===== config.mk =====
export PLATFORM = sky130hd
export DESIGN_NAME = cpu_core
export DESIGN_NICKNAME = d
export VERILOG_FILES = /design/src/rtl/cpu_core.sv
export SDC_FILE = /design/constraint.sdc
export NUM_CORES = 1
export LEC_CHECK = 0
export CAP_MARGIN = 10
export CORE_MARGIN = 3
export CORE_UTILIZATION = 30
export DETAILED_ROUTE_END_ITERATION = 16
export SLEW_MARGIN = 20
export SYNTH_ARGS = -nofsm -noshare
export SYNTH_HDL_FRONTEND = slang
export SYNTH_SLANG_ARGS = --single-unit

===== constraint.sdc =====
create_clock -name clk -period 11.2 [get_ports clk]
set_input_delay 2.24 -clock clk [delete_from_list [all_inputs] [get_ports clk]]
set_output_delay 2.24 -clock clk [all_outputs]
set_load 0.05 [all_outputs]

===== src/rtl/cpu_core.sv =====
`default_nettype none
// =============================================================================
// Module   : cpu_core
// Brief    : Fetch/decode/execute core with register file, 4-bit-opcode ALU
//            and a registered req/ack memory port.
// Revision : 1.0 - initial release
// =============================================================================
module cpu_core #(
  parameter int                    WORD_WIDTH = 16,
  parameter int                    NUM_REGS   = 8,
  parameter logic [WORD_WIDTH-1:0] RESET_PC   = '0
) (
  input  logic                  clk,
  input  logic                  rst,
  output logic                  mem_req,
  output logic                  mem_we,
  output logic [WORD_WIDTH-1:0] mem_addr,
  output logic [WORD_WIDTH-1:0] mem_wdata,
  input  logic [WORD_WIDTH-1:0] mem_rdata,
  input  logic                  mem_ack,
  output logic                  halted,
  output logic [WORD_WIDTH-1:0] pc,
  output logic [1:0]            flags
);

  localparam int         c_REG_BITS = $clog2(NUM_REGS);
  localparam logic [3:0] c_OP_LDI   = 4'h1;
  localparam logic [3:0] c_OP_MOV   = 4'h2;
  localparam logic [3:0] c_OP_ADD   = 4'h3;
  localparam logic [3:0] c_OP_SUB   = 4'h4;
  localparam logic [3:0] c_OP_AND   = 4'h5;
  localparam logic [3:0] c_OP_OR    = 4'h6;
  localparam logic [3:0] c_OP_XOR   = 4'h7;
  localparam logic [3:0] c_OP_LD    = 4'h8;
  localparam logic [3:0] c_OP_ST    = 4'h9;
  localparam logic [3:0] c_OP_JMP   = 4'hA;
  localparam logic [3:0] c_OP_JZ    = 4'hB;
  localparam logic [3:0] c_OP_HLT   = 4'hC;

  typedef enum logic [2:0] {
    S_FETCH = 3'd0,
    S_EXEC  = 3'd1,
    S_IMM   = 3'd2,
    S_MEM   = 3'd3,
    S_HALT  = 3'd4
  } state_t;

  state_t                  r_state, w_state_nxt;
  logic [15:0]             r_instr, w_instr_nxt;
  logic [WORD_WIDTH-1:0]   r_pc, w_pc_nxt, w_pc_inc;
  logic [1:0]              r_flags, w_flags_nxt;
  logic                    r_mem_req, w_req_nxt;
  logic                    r_mem_we, w_we_nxt;
  logic [WORD_WIDTH-1:0]   r_mem_addr, w_addr_nxt;
  logic [WORD_WIDTH-1:0]   r_mem_wdata, w_wdata_nxt;
  logic [WORD_WIDTH-1:0]   r_regs [NUM_REGS];
  logic                    w_rf_we;
  logic [WORD_WIDTH-1:0]   w_rf_data;
  logic [3:0]              w_op;
  logic [c_REG_BITS-1:0]   w_rd, w_rs;
  logic [WORD_WIDTH-1:0]   w_a, w_b, w_alu;
  logic [WORD_WIDTH:0]     w_sum, w_diff;
  logic                    w_alu_c;
  logic                    w_unused;

  assign w_op     = r_instr[15:12];
  assign w_rd     = r_instr[8 +: c_REG_BITS];
  assign w_rs     = r_instr[4 +: c_REG_BITS];
  assign w_a      = r_regs[w_rd];
  assign w_b      = r_regs[w_rs];
  assign w_pc_inc = r_pc + {{(WORD_WIDTH-1){1'b0}}, 1'b1};
  assign w_sum    = {1'b0, w_a} + {1'b0, w_b};
  // Top bit of the widened difference is the unsigned borrow.
  assign w_diff   = {1'b0, w_a} - {1'b0, w_b};
  assign w_unused = ^r_instr;

  always_comb begin
    w_alu   = '0;
    w_alu_c = 1'b0;
    case (w_op)
      c_OP_ADD: begin
        w_alu   = w_sum[WORD_WIDTH-1:0];
        w_alu_c = w_sum[WORD_WIDTH];
      end
      c_OP_SUB: begin
        w_alu   = w_diff[WORD_WIDTH-1:0];
        w_alu_c = w_diff[WORD_WIDTH];
      end
      c_OP_AND: w_alu = w_a & w_b;
      c_OP_OR:  w_alu = w_a | w_b;
      c_OP_XOR: w_alu = w_a ^ w_b;
      default:  w_alu = '0;
    endcase
  end

  always_comb begin
    w_state_nxt = r_state;
    w_instr_nxt = r_instr;
    w_pc_nxt    = r_pc;
    w_flags_nxt = r_flags;
    w_req_nxt   = r_mem_req;
    w_we_nxt    = r_mem_we;
    w_addr_nxt  = r_mem_addr;
    w_wdata_nxt = r_mem_wdata;
    w_rf_we     = 1'b0;
    w_rf_data   = '0;
    case (r_state)
      S_FETCH: begin
        // Only the first cycle after reset arrives here without a request.
        if (!r_mem_req) begin
          w_req_nxt  = 1'b1;
          w_we_nxt   = 1'b0;
          w_addr_nxt = r_pc;
        end else if (mem_ack) begin
          w_instr_nxt = mem_rdata[15:0];
          w_req_nxt   = 1'b0;
          w_state_nxt = S_EXEC;
        end
      end
      S_EXEC: begin
        w_pc_nxt    = w_pc_inc;
        w_state_nxt = S_FETCH;
        w_req_nxt   = 1'b1;
        w_we_nxt    = 1'b0;
        w_addr_nxt  = w_pc_inc;
        case (w_op)
          c_OP_ADD, c_OP_SUB, c_OP_AND, c_OP_OR, c_OP_XOR: begin
            w_rf_we     = 1'b1;
            w_rf_data   = w_alu;
            w_flags_nxt = {w_alu_c, (w_alu == '0)};
          end
          c_OP_MOV: begin
            w_rf_we   = 1'b1;
            w_rf_data = w_b;
          end
          c_OP_LDI, c_OP_JMP, c_OP_JZ: w_state_nxt = S_IMM;
          c_OP_LD: begin
            w_state_nxt = S_MEM;
            w_addr_nxt  = w_b;
          end
          c_OP_ST: begin
            w_state_nxt = S_MEM;
            w_we_nxt    = 1'b1;
            w_addr_nxt  = w_b;
            w_wdata_nxt = w_a;
          end
          c_OP_HLT: begin
            w_state_nxt = S_HALT;
            w_req_nxt   = 1'b0;
          end
          default: w_state_nxt = S_FETCH;
        endcase
      end
      S_IMM: begin
        if (mem_ack) begin
          w_state_nxt = S_FETCH;
          w_we_nxt    = 1'b0;
          if (w_op == c_OP_LDI) begin
            w_rf_we   = 1'b1;
            w_rf_data = mem_rdata;
            w_pc_nxt  = w_pc_inc;
          end else if (w_op == c_OP_JMP || r_flags[0]) begin
            w_pc_nxt = mem_rdata;
          end else begin
            w_pc_nxt = w_pc_inc;
          end
          w_addr_nxt = w_pc_nxt;
        end
      end
      S_MEM: begin
        if (mem_ack) begin
          if (!r_mem_we) begin
            w_rf_we   = 1'b1;
            w_rf_data = mem_rdata;
          end
          w_state_nxt = S_FETCH;
          w_we_nxt    = 1'b0;
          w_addr_nxt  = r_pc;
        end
      end
      S_HALT:  w_state_nxt = S_HALT;
      default: w_state_nxt = S_FETCH;
    endcase
  end

  always_ff @(posedge clk or negedge rst) begin
    if (!rst) begin
      r_state     <= S_FETCH;
      r_instr     <= '0;
      r_pc        <= RESET_PC;
      r_flags     <= '0;
      r_mem_req   <= 1'b0;
      r_mem_we    <= 1'b0;
      r_mem_addr  <= '0;
      r_mem_wdata <= '0;
    end else begin
      r_state     <= w_state_nxt;
      r_instr     <= w_instr_nxt;
      r_pc        <= w_pc_nxt;
      r_flags     <= w_flags_nxt;
      r_mem_req   <= w_req_nxt;
      r_mem_we    <= w_we_nxt;
      r_mem_addr  <= w_addr_nxt;
      r_mem_wdata <= w_wdata_nxt;
    end
  end

  always_ff @(posedge clk or negedge rst) begin
    if (!rst) begin
      for (int i = 0; i < NUM_REGS; i++) r_regs[i] <= '0;
    end else if (w_rf_we) begin
      r_regs[w_rd] <= w_rf_data;
    end
  end

  assign mem_req   = r_mem_req;
  assign mem_we    = r_mem_we;
  assign mem_addr  = r_mem_addr;
  assign mem_wdata = r_mem_wdata;
  assign halted    = (r_state == S_HALT);
  assign pc        = r_pc;
  assign flags     = r_flags;

endmodule
`default_nettype wire


# Yosys cells after proc, flatten, opt, wreduce, memory -nomap -nowiden
# Index checks and enable logic that the tools add are counted.
# totals
inputBits,19
register_bits,199
wordCells,113
# classes
n_addsub,3
eq_ne,22
reduce_logical,20
bitwise_logic,5
n_mux,44
n_lt_le_gt_ge,3
# ops
op,n
2-to-1 mux 16 bit,15
bitwise mux 128 bit,1
binary-select mux 16 bit (select 3 bit),2
one-hot mux 16 bit (5 select lines),1
one-hot mux 16 bit (2 select lines),2
one-hot mux 16 bit (4 select lines),1
demux 16 bit (select 3 bit),1
one-hot mux 16 bit (3 select lines),1
equality test 4 bit (second input constant),5
adder 16 x 16 -> 17 bit,1
subtractor 16 x 16 -> 17 bit,1
adder 16 x 1 -> 16 bit (second input constant),1
bitwise AND 16 bit,1
equality test 4 x 3 -> 1 bit (second input constant),4
logical NOT 16 bit,1
bitwise OR 16 bit,1
bitwise XOR 16 bit,1
one-hot mux 3 bit (4 select lines),1
2-to-1 mux 1 bit,11
inequality test 2 bit (second input constant),5
2-to-1 mux 3 bit,3
one-hot mux 3 bit (3 select lines),1
AND reduction 3 bit,3
equality test 4 x 2 -> 1 bit (second input constant),2
22 further kinds,31

# Logic depth before layout (Yosys ltp)
# Gate-level depths: netlist of the first run.
# depth
word_depth,9
depth_mapped,17
mapped_depth_nobuf,15

# Worst setup path after synthesis of the first run
# Ideal clock, no wire load.
# synth_path
kind,register to register
startpoint,register r_instr[4]
endpoint,register r_regs[72] (netlist bit)
period_less_slack_ns,4.326
arrival_ns,4.173
path_slack_ns,6.874
t_required_ns,11.047
path_stages_with_launch,15
path_cell_list,dfrtp_1 > clkbuf_1 > buf_2 > mux4_2 > mux2_2 > ha_1 > fa_1 > a21oi_1 > nor3b_1 > o31ai_4 > nor2_1 > a211o_1 > a22o_1 > a222oi_1 > a21oi_1
# synth_via
elab_chain_len,9
elab_cells_between_ends,13
classes_between,add/sub (2); mux (7); bitwise (4)
# synth_rtl
item,line,source
from (decl),49,"logic [15:0] r_instr, w_instr_nxt;"
from (signal assigned),198,r_instr <= w_instr_nxt;
inverter 3 -> 4 bit (not written as such) *,70,assign w_b = r_regs[w_rs];
binary-select mux 16 bit (select 3 bit) *,70,
2-to-1 mux 16 bit (not written as such) * (2 in series),70,
"subtractor 16 x 16 -> 17 bit, or another cell as far along",74,"assign w_diff = {1'b0, w_a} - {1'b0, w_b};"
one-hot mux 16 bit (5 select lines),80,case (w_op)
one-hot mux 16 bit (2 select lines) *,126,case (w_op)
one-hot mux 16 bit (3 select lines) *,107,case (r_state)
bitwise mux 128 bit *,212,r_regs[w_rd] <= w_rf_data;
"to (signal, indexed assignment)",212,
to (decl),56,logic [WORD_WIDTH-1:0] r_regs [NUM_REGS];
# Every way passes the cells marked *; elsewhere a longest branch is shown, timed or not. The select of a mux whose other input is x is not followed.
# A chain may end at the register's enable or synchronous reset.

# Worst setup path after layout of the first run
# layout_path
startpoint,register r_instr[10]
endpoint,register r_regs[13] (netlist bit)
# layout_via
elab_chain_len,9
elab_cells_between_ends,18
classes_between,add/sub (2); order compare (2); mux (9); bitwise (4); reduce/logical (1)
# layout_rtl
item,line,source
inverter 3 -> 4 bit (not written as such) *,69,assign w_a = r_regs[w_rd];
binary-select mux 16 bit (select 3 bit) *,69,
2-to-1 mux 16 bit (not written as such) * (2 in series),69,
via w_a[6],61,"logic [WORD_WIDTH-1:0] w_a, w_b, w_alu;"
subtractor 16 x 16 -> 17 bit / adder 16 x 16 -> 17 bit (equally long branches),"74, 72",
one-hot mux 16 bit (5 select lines) *,80,
one-hot mux 16 bit (2 select lines) *,126,
one-hot mux 16 bit (3 select lines) *,107,
bitwise mux 128 bit *,212,
# Mark *: on every way through the listed nets, which the timed path passes. The rest lies on a longest branch. The select of a mux whose other input is x is not followed.

==> flow_metrics.tcl, run 1 <==
set metrics [dict create \
    status "finished, final reports clean" \
    synth_seq_cells 193 \
    async_flop_share 1.000 \
    worst_ep_required_time_ns 11.54 \
    clk_path_buf_depth 2 \
    grt_pass1_wl_um 68120 \
    wl_per_cell_um 22.78 \
    drtPass1Iterations 8 \
    synth-main-ff-cell "dfrtp_1" \
    critPathKind "reg -> reg" \
    crit_fanout 16 \
    finalHoldViolations 0 \
    cts_resized 0 \
    synth_cell_types 83 \
    io_pins 72 \
    cts_buffers 17 \
    netlist.area_leader.share 0.3814 \
    grt_usage 0.1976 \
    finalNetCount 1481 \
    setup_slack_ns 5.850 \
    rsz0062_at_grt "false" \
    core_area_mm2 0.04129 \
    fill_cells 4201 \
    overflow 0 \
    crit_chain "nand2_1, nor2_2, a22oi_1, nand4_1, inv_1, ha_1, nor2_1, a211oi_1, o32ai_1, nor3_1, o221ai_1, a22o_1, a222oi_1, clkbuf_2, a21oi_1" \
    synth.area.top_cells "dfrtp_1 (38%), a21oi_1 (6.5%), nor2_1 (5.9%), mux4_2 (5.7%), ha_1 (4.9%)" \
    fin_crit_ns 5.350 \
    antenna_found_initial 0 \
    grt_util_met2 0.3061 \
    fin_crit_sh 0.4777 \
    grt_max_degree 121 \
    end_kind "flop" \
    synthAdderAreaFrac 0.05257 \
    totalWireLength_um 44530 \
    grt_pass1_vias 11230 \
    synth_area_mm2 0.01266 \
    cts_root_buf "clkbuf_16" \
    synth_most_common_cell "nor2_1" \
    hold_path.class "reg -> reg" \
    timing.fmax_mhz 186.9 \
    synth_area_leader_cell "dfrtp_1" \
    ant_nets 0 \
    finalSetupViolCount 0 \
    finalWeightedCongestion 0.9373 \
    worst-path-buf-inv 2 \
    met3_usage 0.04149 \
    rows 74 \
    initial_utilization 0.3066 \
    syn_inst 1384 \
    yosys-mux-area-fraction 0.09071 \
    drv_slew 0 \
    synth_top_family_by_area "compound AO/OA/AOI/OAI gates" \
    yosys.area_share.simple 0.1568 \
    start_kind "flop" \
    place_area_mm2 0.01390 \
    viasPerCell 5.935 \
    postCtsSetupBuffers 0 \
    cts_hold_buf 0 \
    synth_area_per_cell_um2 9.149 \
    synth_edf_count 0 \
    htree_num_levels 4 \
    clk_pin_slew_worst_paths_ns 0.08 \
    area_growth_syn_to_layout_pct 15.17 \
    ys_seq_area_frac 0.3814 \
    relSlewSlack 0.2578 \
    grt.met1_usage 0.2665 \
    arrival_ns 5.69 \
    synth_nets 1455 \
    die-area_mm2 0.04471 \
    clk_latency_ns 0.47 \
    yosys_warnings 0 \
    cp_slowest_stage_delay_ns 0.79 \
    finalClockSkew_ns 0.02312 \
    tightest_slew_ns 1.108 \
    dpl_worst_slack_ns 5.873 \
    dp.final_hpwl_um 31110 \
    maxCapViolCount 0 \
    numPortBuffers 71 \
    drive_gt1_frac 0.1209 \
    num_antenna_cells 0 \
    final_area_mm2 0.01458 \
    grt.busiest_layer "met2" \
    routed-via-count 11600 \
    synth-compound-area-share 0.2555 \
    crit_slowest_cell "nor2_2" \
    drcViolationCount 0 \
    drtIter0Drc 1391 \
    die_y_um 211.4 \
    fin_tns_setup_ns 0 \
    critical_path.top_delay_family "compound AO/OA/AOI/OAI gates" \
    cts.sinks 193 \
    synth-xor-area-share 0.01107 \
    cts_tree "yes" \
    die-width_um 211.4 \
    synth_common_cells "nor2_1 (199), dfrtp_1 (193), a21oi_1 (165), o21ai_0 (82)" \
]
==> cells by family after synthesis <==
kind of cell | after synthesis
adder cells (fa/ha/maj) | 52
flip-flops | 193
buffers and inverters | 148
AND/OR/NAND/NOR | 416
AO/OA/AOI/OAI | 487
multiplexers | 72
XOR/XNOR | 16
==> worst register-to-register path: stages (launching register included) <==
cell and delay [ns]:
dfrtp_1 0.59, nand2_1 0.16, nor2_2 0.79, a22oi_1 0.21, nand4_1 0.32, inv_1 0.11, ha_1 0.55, nor2_1 0.22
a211oi_1 0.36, o32ai_1 0.20, nor3_1 0.24, o221ai_1 0.15, a22o_1 0.26, a222oi_1 0.69, clkbuf_2 0.28, a21oi_1 0.09
==> path summary, 6_finish.rpt <==
check	from	end	slack, ns	cells after the start
setup / recovery	r_instr[10]	r_regs[13]	5.85	15
hold / removal	mem_addr[2]	mem_addr[2]	0.47	2
setup reg to reg	r_instr[10]	r_regs[13]	5.85	15
hold reg to reg	mem_addr[2]	mem_addr[2]	0.47	2
max in group asynchronous	rst	pc[1]	8.11	3
min in group asynchronous	rst	r_regs[3]	1.89	1
==> metrics by stage <==
| stage | utilization | std cells | hold WS, ns |
|---|---|---|---|
| floorplan | - | 1384 | 0.4983 |
| global placement | 0.3360 | 1916 | 0.4548 |
| detailed placement | 0.3365 | 1920 | 0.4620 |
| CTS | 0.3521 | 1952 | 0.4813 |
| global route | 0.3531 | 1955 | 0.5062 |
| finish | 0.3531 | 1955 | 0.4734 |
==> placed cells by master, fill, tap and decap left out, drive strengths merged, types with 6 or more instances in the layout <==
master	count
a21o	7
or3	10
and3	8
nand3	22
a21oi	166
nor3b	11
clkinv	7
a211oi	21
o21ai	85
a2111oi	6
a31oi	9
a221oi	17
a222oi	9
a211o	6
mux2	22
xor2	7
nand4	21
nor3	27
mux2i	18
buf	35
nand2	71
ha	50
xnor2	9
o21a	9
mux4	32
clkbuf	20
nor2b	17
dfrtp	193
a22oi	70
o221ai	8
o31ai	12
clkdlybuf4s50	70
o22a	13
inv	51
o211ai	10
nor2	199
==> cell type report <==
class                      count  area, um2  share of cell area
timing repair buffer         108      997.2             0.06838
sequential                   193       4831              0.3313
tap                          532      665.6             0.04565
clock inverter                15      219.0             0.01502
multi-input combinational   1043       7268              0.4984
clock buffer                  17      425.4             0.02917
inverter                      47      176.4             0.01210
==> registers in the layout (all words and copies together) (netlist names), 2 cells and up <==
signal,cells
pc,16
r_state,3
mem_wdata,16
flags,2
r_regs,128
mem_addr,16
r_instr,10
==> per-layer routing <==
layer / vias to the layer above / wire [um] / part of all wire
li1: 5199 / - / -
met1: 5707 / 18750 / 0.42
met2: 591 / 20180 / 0.45
met3: 106 / 3740 / 0.084
met4: 0 / 1859 / 0.042
met5: - / 0 / 0
Power of run 1 is left out: the tool's default activity adds up to more than one toggle a clock period on the data nets, which glitch-free logic cannot reach.
==> run 2, diff against run 1 <==
==> constraint.sdc (replaced) <==
create_clock -name clk -period 5.4 [get_ports clk]
set_input_delay 1.08 -clock clk [delete_from_list [all_inputs] [get_ports clk]]
set_output_delay 1.08 -clock clk [all_outputs]
set_load 0.05 [all_outputs]
==> flow_metrics.tcl, run 2 (synthesized netlist as in run 1, its figures left out) <==
set metrics [dict create \
    status "finished, final reports clean" \
    routed-via-count 11600 \
    wl_per_cell_um 23.00 \
    area_growth_syn_to_layout_pct 15.93 \
    start_kind "flop" \
    cts_resized 0 \
    cts_hold_buf 0 \
    cts_root_buf "clkbuf_16" \
    maxCapViolCount 0 \
    largest_reg_flops 128 \
    viasPerCell 5.877 \
    finalClockSkew_ns 0.02176 \
    antenna_found_initial 0 \
    die-area_mm2 0.04471 \
    timing.fmax_mhz 199.1 \
    critPathKind "reg -> reg" \
    rsz0062_at_grt "false" \
    postCtsSetupBuffers 0 \
    htree_num_levels 4 \
    numPortBuffers 71 \
    fin_crit_ns 5.022 \
    clk_latency_ns 0.46 \
    cts_tree "yes" \
    io_pins 72 \
    drive_gt1_frac 0.1291 \
    mostFrequentLayoutCells "nor2_1 (198), dfrtp_1 (192), a21oi_1 (164)" \
    rows 74 \
    post-route-util 0.3555 \
    initial_utilization 0.3066 \
    grt_pass1_wl_um 69730 \
    fin_crit_sh 0.9300 \
    totalWireLength_um 45380 \
    crit_chain "buf_12, mux4_2, mux2i_1, inv_1, fa_1, a21oi_1, nor3b_1, buf_4, o21ai_0, o31ai_1, a31o_2, o211a_1, o21ai_2, mux2_2" \
    grt_pass1_vias 11430 \
    cts.sinks 193 \
    dpl_worst_slack_ns 0.5809 \
    drcViolationCount 0 \
    overflow 0 \
    die-width_um 211.4 \
    end_kind "flop" \
    worst_ep_required_time_ns 5.80 \
    arrival_ns 5.42 \
    dp.final_hpwl_um 31800 \
    final_common_cell "nor2_1" \
    core_area_mm2 0.04129 \
    setup_slack_ns 0.3780 \
    drv_slew 0 \
    hold_path.class "reg -> reg" \
    crit_slowest_cell "mux2i_1" \
    clk_path_buf_depth 2 \
    stdcell_count 1973 \
    num_antenna_cells 0 \
    finalHoldViolations 0 \
    place_inst 1941 \
    regMostFlops "r_regs" \
    finalSetupViolCount 0 \
    grt_max_degree 121 \
    ant_nets 0 \
    drtIter0Drc 1378 \
    finalNetCount 1499 \
    finalWeightedCongestion 0.9437 \
    fin_tns_setup_ns 0 \
    cts_buffers 17 \
    grt_usage 0.2033 \
    clk_pin_slew_worst_paths_ns 0.08 \
    relSlewSlack 0.2598 \
    crit_fanout 33 \
    cp_slowest_stage_delay_ns 0.73 \
    drtPass1Iterations 8 \
    die_y_um 211.4 \
    tightest_slew_ns 1.106 \
]
## run 2: changes by cell type in the layout (fill, tap and decap cells not counted), moves of 2 or more
cell	previous run	this run
buf_12	0	3
buf_2	4	0
buf_4	30	52
bufinv_16	2	0
clkbuf_2	2	0
clkinv_8	5	2
inv_6	0	6
nor2_1	195	198
nor2_2	4	1
## run 2: path summary, 6_finish.rpt
kind,slack (ns),from,cells after the start,endpoint
hold reg to reg,0.48,mem_addr[5],2,mem_addr[5]
min in group asynchronous,0.77,rst,1,r_regs[99]
max in group asynchronous,3.70,rst,2,r_instr[4]
setup / recovery,0.38,r_instr[4],14,r_regs[110]
hold / removal,0.48,mem_addr[5],2,mem_addr[5]
setup reg to reg,0.38,r_instr[4],14,r_regs[110]
## run 2: per-stage QoR
step / hold WS (ns) / area (um2)
after floorplan: 0.4983 / 12660
final: 0.4813 / 14680
after detailed placement: 0.4702 / 14100
after global routing: 0.5086 / 14680
after CTS: 0.4864 / 14680
after global placement: 0.4565 / 14090
## run 2: area by class of cell
class | instances | area (um2)
Clock inverter | 14 | 142.6
Sequential cell | 193 | 4831
Timing Repair Buffer | 126 | 1165
Tap cell | 532 | 665.6
Clock buffer | 18 | 429.2
Fill cell | 4215 | 26620
Multi-Input combinational cell | 1043 | 7269
Inverter | 47 | 176.4
## run 2: critical path: cells and delay by family (launching register included)
family,cells,cell delay (ns)
AOI/OAI and AO/OA,6,1.74
muxes,3,1.50
buffers and inverters,3,0.66
adders and majority gates,1,0.50
DFF,1,0.38
and+or+nand+nor,1,0.07
## run 2: routing by layer
layer,track usage,wire length (um)
met5,0,0
met2,0.3170,21050
met1,0.2757,19330
met4,0.08268,1660
met3,0.04386,3340
Power of run 2 is left out for the same reason.
